--- src/rtl/can_crc_engine_if.sv ---
// Bit-stream side bundle of the CAN CRC engine: control strobes in, CRC status out.
interface can_crc_engine_if #(
    parameter int unsigned CRC_W = 15
);
    logic             start;
    logic             tx_mode;
    logic             bit_valid;
    logic             bit_in;
    logic             data_end;
    logic [CRC_W-1:0] crc_value;
    logic             crc_bit_out;
    logic             busy;
    logic             done;
    logic             crc_ok;

    modport master (
        output start, tx_mode, bit_valid, bit_in, data_end,
        input  crc_value, crc_bit_out, busy, done, crc_ok
    );

    modport slave (
        input  start, tx_mode, bit_valid, bit_in, data_end,
        output crc_value, crc_bit_out, busy, done, crc_ok
    );
endinterface

--- src/rtl/can_crc_engine.sv ---
// Serial CAN CRC generator/checker: accumulates over destuffed frame bits, then
// either shifts the CRC out (transmitter) or checks the received field by residue.
module can_crc_engine #(
    parameter int unsigned      CRC_W = 15,
    parameter logic [CRC_W-1:0] POLY  = 15'h4599,
    parameter logic [CRC_W-1:0] INIT  = '0
) (
    input logic              clk,
    input logic              reset,
    can_crc_engine_if.slave  bus
);
    localparam int unsigned CNT_W = $clog2(CRC_W + 1);

    typedef enum logic [1:0] {
        IDLE      = 2'd0,
        ACCUM     = 2'd1,
        CRC_FIELD = 2'd2,
        DONE      = 2'd3
    } state_t;

    state_t           state_q, state_d;
    logic [CRC_W-1:0] crc_q, crc_d;
    logic [CNT_W-1:0] cnt_q, cnt_d;
    logic             tx_q, tx_d;
    logic [CRC_W-1:0] value_q, value_d;
    logic             busy_q, busy_d;
    logic             done_q, done_d;
    logic             ok_q, ok_d;

    // One serial step of the CRC division for input bit b.
    function automatic logic [CRC_W-1:0] crc_step(input logic [CRC_W-1:0] c, input logic b);
        logic [CRC_W-1:0] s;
        s = c << 1;
        if (b ^ c[CRC_W-1]) s = s ^ POLY;
        return s;
    endfunction

    // Next-state and registered-output logic; start overrides everything.
    always_comb begin
        state_d = state_q;
        crc_d   = crc_q;
        cnt_d   = cnt_q;
        tx_d    = tx_q;
        value_d = value_q;
        busy_d  = busy_q;
        done_d  = 1'b0;
        ok_d    = ok_q;

        if (bus.start) begin
            state_d = ACCUM;
            crc_d   = INIT;
            cnt_d   = '0;
            tx_d    = bus.tx_mode;
            busy_d  = 1'b1;
            ok_d    = 1'b0;
        end else begin
            case (state_q)
                IDLE: ;
                ACCUM: begin
                    if (bus.bit_valid) crc_d = crc_step(crc_q, bus.bit_in);
                    // A bit arriving with data_end is folded in before the snapshot.
                    if (bus.data_end) begin
                        value_d = crc_d;
                        cnt_d   = '0;
                        state_d = CRC_FIELD;
                    end
                end
                CRC_FIELD: begin
                    if (bus.bit_valid) begin
                        crc_d = tx_q ? (crc_q << 1) : crc_step(crc_q, bus.bit_in);
                        cnt_d = cnt_q + CNT_W'(1);
                        if (cnt_d == CNT_W'(CRC_W)) begin
                            state_d = DONE;
                            done_d  = 1'b1;
                            busy_d  = 1'b0;
                            ok_d    = tx_q | (crc_d == '0);
                        end
                    end
                end
                DONE: ;
                default: state_d = IDLE;
            endcase
        end
    end

    always_ff @(posedge clk or posedge reset) begin
        if (reset) begin
            state_q <= IDLE;
            crc_q   <= INIT;
            cnt_q   <= '0;
            tx_q    <= 1'b0;
            value_q <= '0;
            busy_q  <= 1'b0;
            done_q  <= 1'b0;
            ok_q    <= 1'b0;
        end else begin
            state_q <= state_d;
            crc_q   <= crc_d;
            cnt_q   <= cnt_d;
            tx_q    <= tx_d;
            value_q <= value_d;
            busy_q  <= busy_d;
            done_q  <= done_d;
            ok_q    <= ok_d;
        end
    end

    // The transmitted bit comes straight off the register MSB so it is ready on field entry.
    assign bus.crc_bit_out = (state_q == CRC_FIELD) && tx_q && crc_q[CRC_W-1];
    assign bus.crc_value   = value_q;
    assign bus.busy        = busy_q;
    assign bus.done        = done_q;
    assign bus.crc_ok      = ok_q;
endmodule

--- src/flat_wrapper.sv ---
// flat-port wrapper written by rule: the top's interface ports become plain ports
module can_crc_engine_flat 
#(
    parameter int unsigned      CRC_W = 15,
    parameter logic [CRC_W-1:0] POLY  = 15'h4599,
    parameter logic [CRC_W-1:0] INIT  = '0
)
  (clk, reset, bus_start, bus_tx_mode, bus_bit_valid, bus_bit_in, bus_data_end, bus_crc_value, bus_crc_bit_out, bus_busy, bus_done, bus_crc_ok);
  can_crc_engine_if #(.CRC_W(CRC_W)) bus_i ();
  input logic clk;
  input logic reset;
  input wire logic [$bits(bus_i.start)-1:0] bus_start;
  input wire logic [$bits(bus_i.tx_mode)-1:0] bus_tx_mode;
  input wire logic [$bits(bus_i.bit_valid)-1:0] bus_bit_valid;
  input wire logic [$bits(bus_i.bit_in)-1:0] bus_bit_in;
  input wire logic [$bits(bus_i.data_end)-1:0] bus_data_end;
  output wire logic [$bits(bus_i.crc_value)-1:0] bus_crc_value;
  output wire logic [$bits(bus_i.crc_bit_out)-1:0] bus_crc_bit_out;
  output wire logic [$bits(bus_i.busy)-1:0] bus_busy;
  output wire logic [$bits(bus_i.done)-1:0] bus_done;
  output wire logic [$bits(bus_i.crc_ok)-1:0] bus_crc_ok;
  assign bus_i.start = bus_start;
  assign bus_i.tx_mode = bus_tx_mode;
  assign bus_i.bit_valid = bus_bit_valid;
  assign bus_i.bit_in = bus_bit_in;
  assign bus_i.data_end = bus_data_end;
  assign bus_crc_value = bus_i.crc_value;
  assign bus_crc_bit_out = bus_i.crc_bit_out;
  assign bus_busy = bus_i.busy;
  assign bus_done = bus_i.done;
  assign bus_crc_ok = bus_i.crc_ok;
  can_crc_engine #(.CRC_W(CRC_W), .POLY(POLY), .INIT(INIT)) u_core (.clk(clk), .reset(reset), .bus(bus_i));
endmodule
--- config.mk ---
export PLATFORM = sky130hd
export DESIGN_NAME = can_crc_engine_flat
export DESIGN_NICKNAME = d
export VERILOG_FILES = /design/src/rtl/can_crc_engine_if.sv /design/src/rtl/can_crc_engine.sv /design/src/flat_wrapper.sv
export SDC_FILE = /design/constraint.sdc
export NUM_CORES = 1
export LEC_CHECK = 0
export ABC_CLOCK_PERIOD_IN_PS = 2300
export BUFFER_PORTS_ARGS = -buffer_cell sky130_fd_sc_hd__buf_2
export CAP_MARGIN = 10
export CORE_UTILIZATION = 55
export CTS_BUF_LIST = sky130_fd_sc_hd__clkbuf_16
export CTS_CLUSTER_SIZE = 20
export DETAILED_ROUTE_END_ITERATION = 16
export PLACE_DENSITY_LB_ADDON = 0.1
export SYNTH_ARGS = -nofsm -noshare
export SYNTH_HDL_FRONTEND = slang
export SYNTH_SLANG_ARGS = --single-unit
--- constraint.sdc ---
create_clock -name clk -period 2.3 [get_ports clk]
set_input_delay 0.345 -clock clk [delete_from_list [all_inputs] [get_ports clk]]
set_output_delay 0.345 -clock clk [all_outputs]
set_load 0.1 [all_outputs]
==> run_results.csv <==
group,metric,value,unit
synthesis,synth_async_sr_flop_share,1.00,
synthesis,synth_cells,204,
synthesis,netlist_top_cells_area,"sky130_fd_sc_hd__dfrtp_1 (48%), sky130_fd_sc_hd__mux2i_1 (10%), sky130_fd_sc_hd__nor2_1 (5.4%)",
clocking,clock_sink_count,40,
finish,layout_area_overhead,15.8,%
global_route,grt_pass1_wl,7.22,mm
sta,timing.final.crit_share,0.911,
clocking,number_of_buffers_inserted_during_clock_tree_synthesis,5,
synthesis,syn-num-nets,213,
synthesis,synth_top_flop_cell,"sky130_fd_sc_hd__dfrtp_1",
clocking,clock_tree.buffer_depth,2,
drt,routed.top_layer,"met4",
critical_path,critical_path_buf_inv_count,1,
drt,number_of_vias_after_detailed_routing,1591,
place,gp_routability_congestion,0.838,
clocking,clk_latency_worst_skew_pair,0.28,ns
pwr,p_leak,1.15,nW
sta,timing_hold_violations_final,0,
critical_path,cp_data_required_time,1.96,ns
sta,worst-slew-pin-transition,0.506,ns
sta,setup_total_negative_slack,0,ns
clocking,clock_tree_from_tritoncts,"done",
clocking,cts.htree.levels,2,
drt,firstDrtPassIters,4,
synthesis,synthDominantAreaCellType,"sky130_fd_sc_hd__dfrtp_1",
synthesis,syn-cell-area,2070,sq um
synthesis,yosysWarningCount,0,
floorplanning,row_count,21,
critical_path,worst-path-max-fanout,11,
critical_path,slowest_library_cell_on_the_worst_path,"sky130_fd_sc_hd__dfrtp_1",
critical_path,critical_path_arrival,1.75,ns
sta,number_of_endpoints_failing_setup_at_the_final_stage,0,
sta,finalClockSkew,0.00707,ns
drt,route.antenna.remaining_nets,0,
clocking,clk_pin_slew,0.06,ns
drt,detail_route.wirelength,4.27,mm
run,cap_violations,0,
floorplanning,floorplan_die_width,63.4,um
finish,antennaDiodeCount,0,
floorplanning,fp.coreArea,3470,sq um
floorplanning,initial_core_util,0.597,
drt,met2RoutedLength,1.99,mm
synthesis,avgSynthCellArea,10.2,sq um
drt,detailedRoute.firstIterationViolations,130,
run_status,run_status,"complete, no violations",
synthesis,area_share_of_the_leading_cell_type_in_the_synthesized_netlist,0.483,
critical_path,worst-setup-path-type,"flop to primary output",
critical_path,timing.critical_path.max_delay_family,"simple AND/OR/NAND/NOR gates",
clocking,cts_root_buf,"sky130_fd_sc_hd__clkbuf_16",
sta,rel_slew_slack,0.660,
critical_path,timing.critical_path.slowest_cell_delay,0.52,ns
drt,met3WireLength,181,um
clocking,cts.hold.buffers_added,0,
global_route,globalRouteTotalUtil,0.236,
finish,num-nets-final,240,
synthesis,synth.distinct_cells,44,
pwr,power.density,1070,nW/um^2
sta,hold_ws,0.175,ns
global_route,grt_antenna_before_repair,0,
synthesis,post_synth_edffs,0,
finish,fillers,264,
critical_path,crit_path_start_kind,"flop",
global_route,grt_pass1_vias,1558,
hold_path,hold_path.class,"primary input to asynchronous set/reset pin",
finish,layout_cell_share_with_drive_strength_beyond_1,0.185,
sta,rsz0062_at_grt,"no",
sta,timing.fmax,0.477,GHz
drt,met1_length,2.05,mm
drt,drc,0,
sta,period_minus_slack,2.09,ns
finish,final-seq-area,1000,sq um
global_route,globalRoute.totalOverflow,0,
pwr,max-vdd-ir-drop,0.554,mV
floorplanning,die-area,4010,sq um
finish,multi_input_comb_area,997,sq um
critical_path,endpoint_kind,"primary output",
global_route,grt_max_degree,41,
place,io_buffer_count,25,
drt,detail_route.wl_per_cell,15.3,um
drt,routed_via_count_divided_by_cell_count,5.72,
floorplanning,num_io_pins,26,
clocking,post-cts-setup-buffers,0,
synthesis,top_count_cell_post_synth,"sky130_fd_sc_hd__dfrtp_1",
sta,maxSlewViolCount,0,
synthesis,yosysSeqAreaShare,0.483,
place,place.detailed.hpwl,2.96,mm
floorplanning,die_h,63.4,um
synthesis,synth.ff_latch_count,40,
clocking,post_cts_resized,0,
critical_path,critical_path.cell_chain,"nor2b_1 -> and3_1 -> buf_2",
synthesis,synth_commonest_cells,"sky130_fd_sc_hd__dfrtp_1 (40), sky130_fd_sc_hd__nor2_1 (30), sky130_fd_sc_hd__mux2i_1 (21)",
-- cell type report --
class	count	area share
Sequential cell	40	0.418
Multi-Input combinational cell	150	0.416
Timing Repair Buffer	29	0.0647
Clock buffer	5	0.0522
Tap cell	46	0.0240
Clock inverter	3	0.0177
Inverter	5	0.00783
-- per-stage QoR --
stage	worst slack [ns]	util	cell area (sq um)	power, W	instances
CTS	0.189	0.691	2400	0.00258	278
floorplan	0.386	-	2070	0.00165	204
global route	0.110	0.691	2400	0.00267	278
finish	0.205	0.691	2400	0.00256	278
global placement	0.552	0.643	2230	0.00178	270
detailed placement	0.499	0.643	2230	0.00180	270
-- where the power goes --
part / internal [W] / total (W) / switching (W)
clock network: 0.000509 / 0.000774 / 0.000265
registers: 0.000798 / 0.000872 / 0.0000740
logic: 0.000175 / 0.000918 / 0.000743
-- logic make-up after synthesis --
| kind of cell | count (synthesis) | synth area share |
|---|---|---|
| adder cells (fa/ha/maj) | 2 | 0.0121 |
| XOR/XNOR | 10 | 0.0423 |
| AND/OR/NAND/NOR | 71 | 0.168 |
| flip-flops | 40 | 0.483 |
| multiplexers | 24 | 0.118 |
| buffers and inverters | 14 | 0.0350 |
| AO/OA/AOI/OAI | 43 | 0.141 |
-- tightest hold or removal path, cell delays in order --
cell                    delay (ns)
sky130_fd_sc_hd__buf_2        0.09
sky130_fd_sc_hd__inv_1        0.04
sky130_fd_sc_hd__buf_4        0.41
-- routing by layer --
layer / vias to the layer above / GRT usage
li1: 772 / -
met1: 778 / 0.321
met2: 35 / 0.368
met3: 6 / 0.0634
met4: 0 / 0.0682
met5: - / 0
-- flip-flops by register name (all words and copies together), names as in the netlist --
register              cells
u_core.bus.busy           1
u_core.bus.done           1
u_core.cnt_q              4
u_core.crc_q             15
u_core.state_q            2
u_core.tx_q               1
u_core.bus.crc_value     15
u_core.bus.crc_ok         1
-- cells in the final DEF, fill, tap and decap left out, types with 2 or more instances in the layout --
cell,netlist,routed
sky130_fd_sc_hd__nor2_1,30,30
sky130_fd_sc_hd__o31ai_1,2,2
sky130_fd_sc_hd__buf_4,2,4
sky130_fd_sc_hd__xnor2_1,8,8
sky130_fd_sc_hd__inv_1,5,5
sky130_fd_sc_hd__nor4_1,3,3
sky130_fd_sc_hd__a21oi_2,2,2
sky130_fd_sc_hd__nor2b_1,2,2
sky130_fd_sc_hd__and3_1,3,3
sky130_fd_sc_hd__a32o_1,4,4
sky130_fd_sc_hd__a22oi_1,3,3
sky130_fd_sc_hd__nand2b_1,2,2
sky130_fd_sc_hd__clkbuf_16,0,5
sky130_fd_sc_hd__mux2i_1,21,21
sky130_fd_sc_hd__nand2_1,14,14
sky130_fd_sc_hd__ha_1,2,2
sky130_fd_sc_hd__nor3_1,3,3
sky130_fd_sc_hd__a21oi_1,17,17
sky130_fd_sc_hd__o21ai_1,6,6
sky130_fd_sc_hd__or2_1,4,4
sky130_fd_sc_hd__xor2_1,2,2
sky130_fd_sc_hd__o21ai_0,2,2
sky130_fd_sc_hd__mux2_1,2,2
sky130_fd_sc_hd__buf_2,4,25
sky130_fd_sc_hd__dfrtp_1,40,40
sky130_fd_sc_hd__and2b_1,2,2
-- worst paths after layout --
kind	startpoint	endpoint	slack [ns]	depth (start not counted)
worst max-delay path	u_core.state_q[1]	bus_crc_bit_out	0.21	3
worst min-delay path	reset	u_core.bus.crc_value[3]	0.17	3
worst max register to register	u_core.state_q[1]	u_core.crc_q[7]	0.65	4
worst min register to register	u_core.bus.busy	u_core.bus.busy	0.47	1
max in group asynchronous	reset	u_core.state_q[1]	1.78	3
min in group clk	bus_data_end	u_core.state_q[0]	0.31	2
Note: power is estimated with default switching activity, not from simulation.
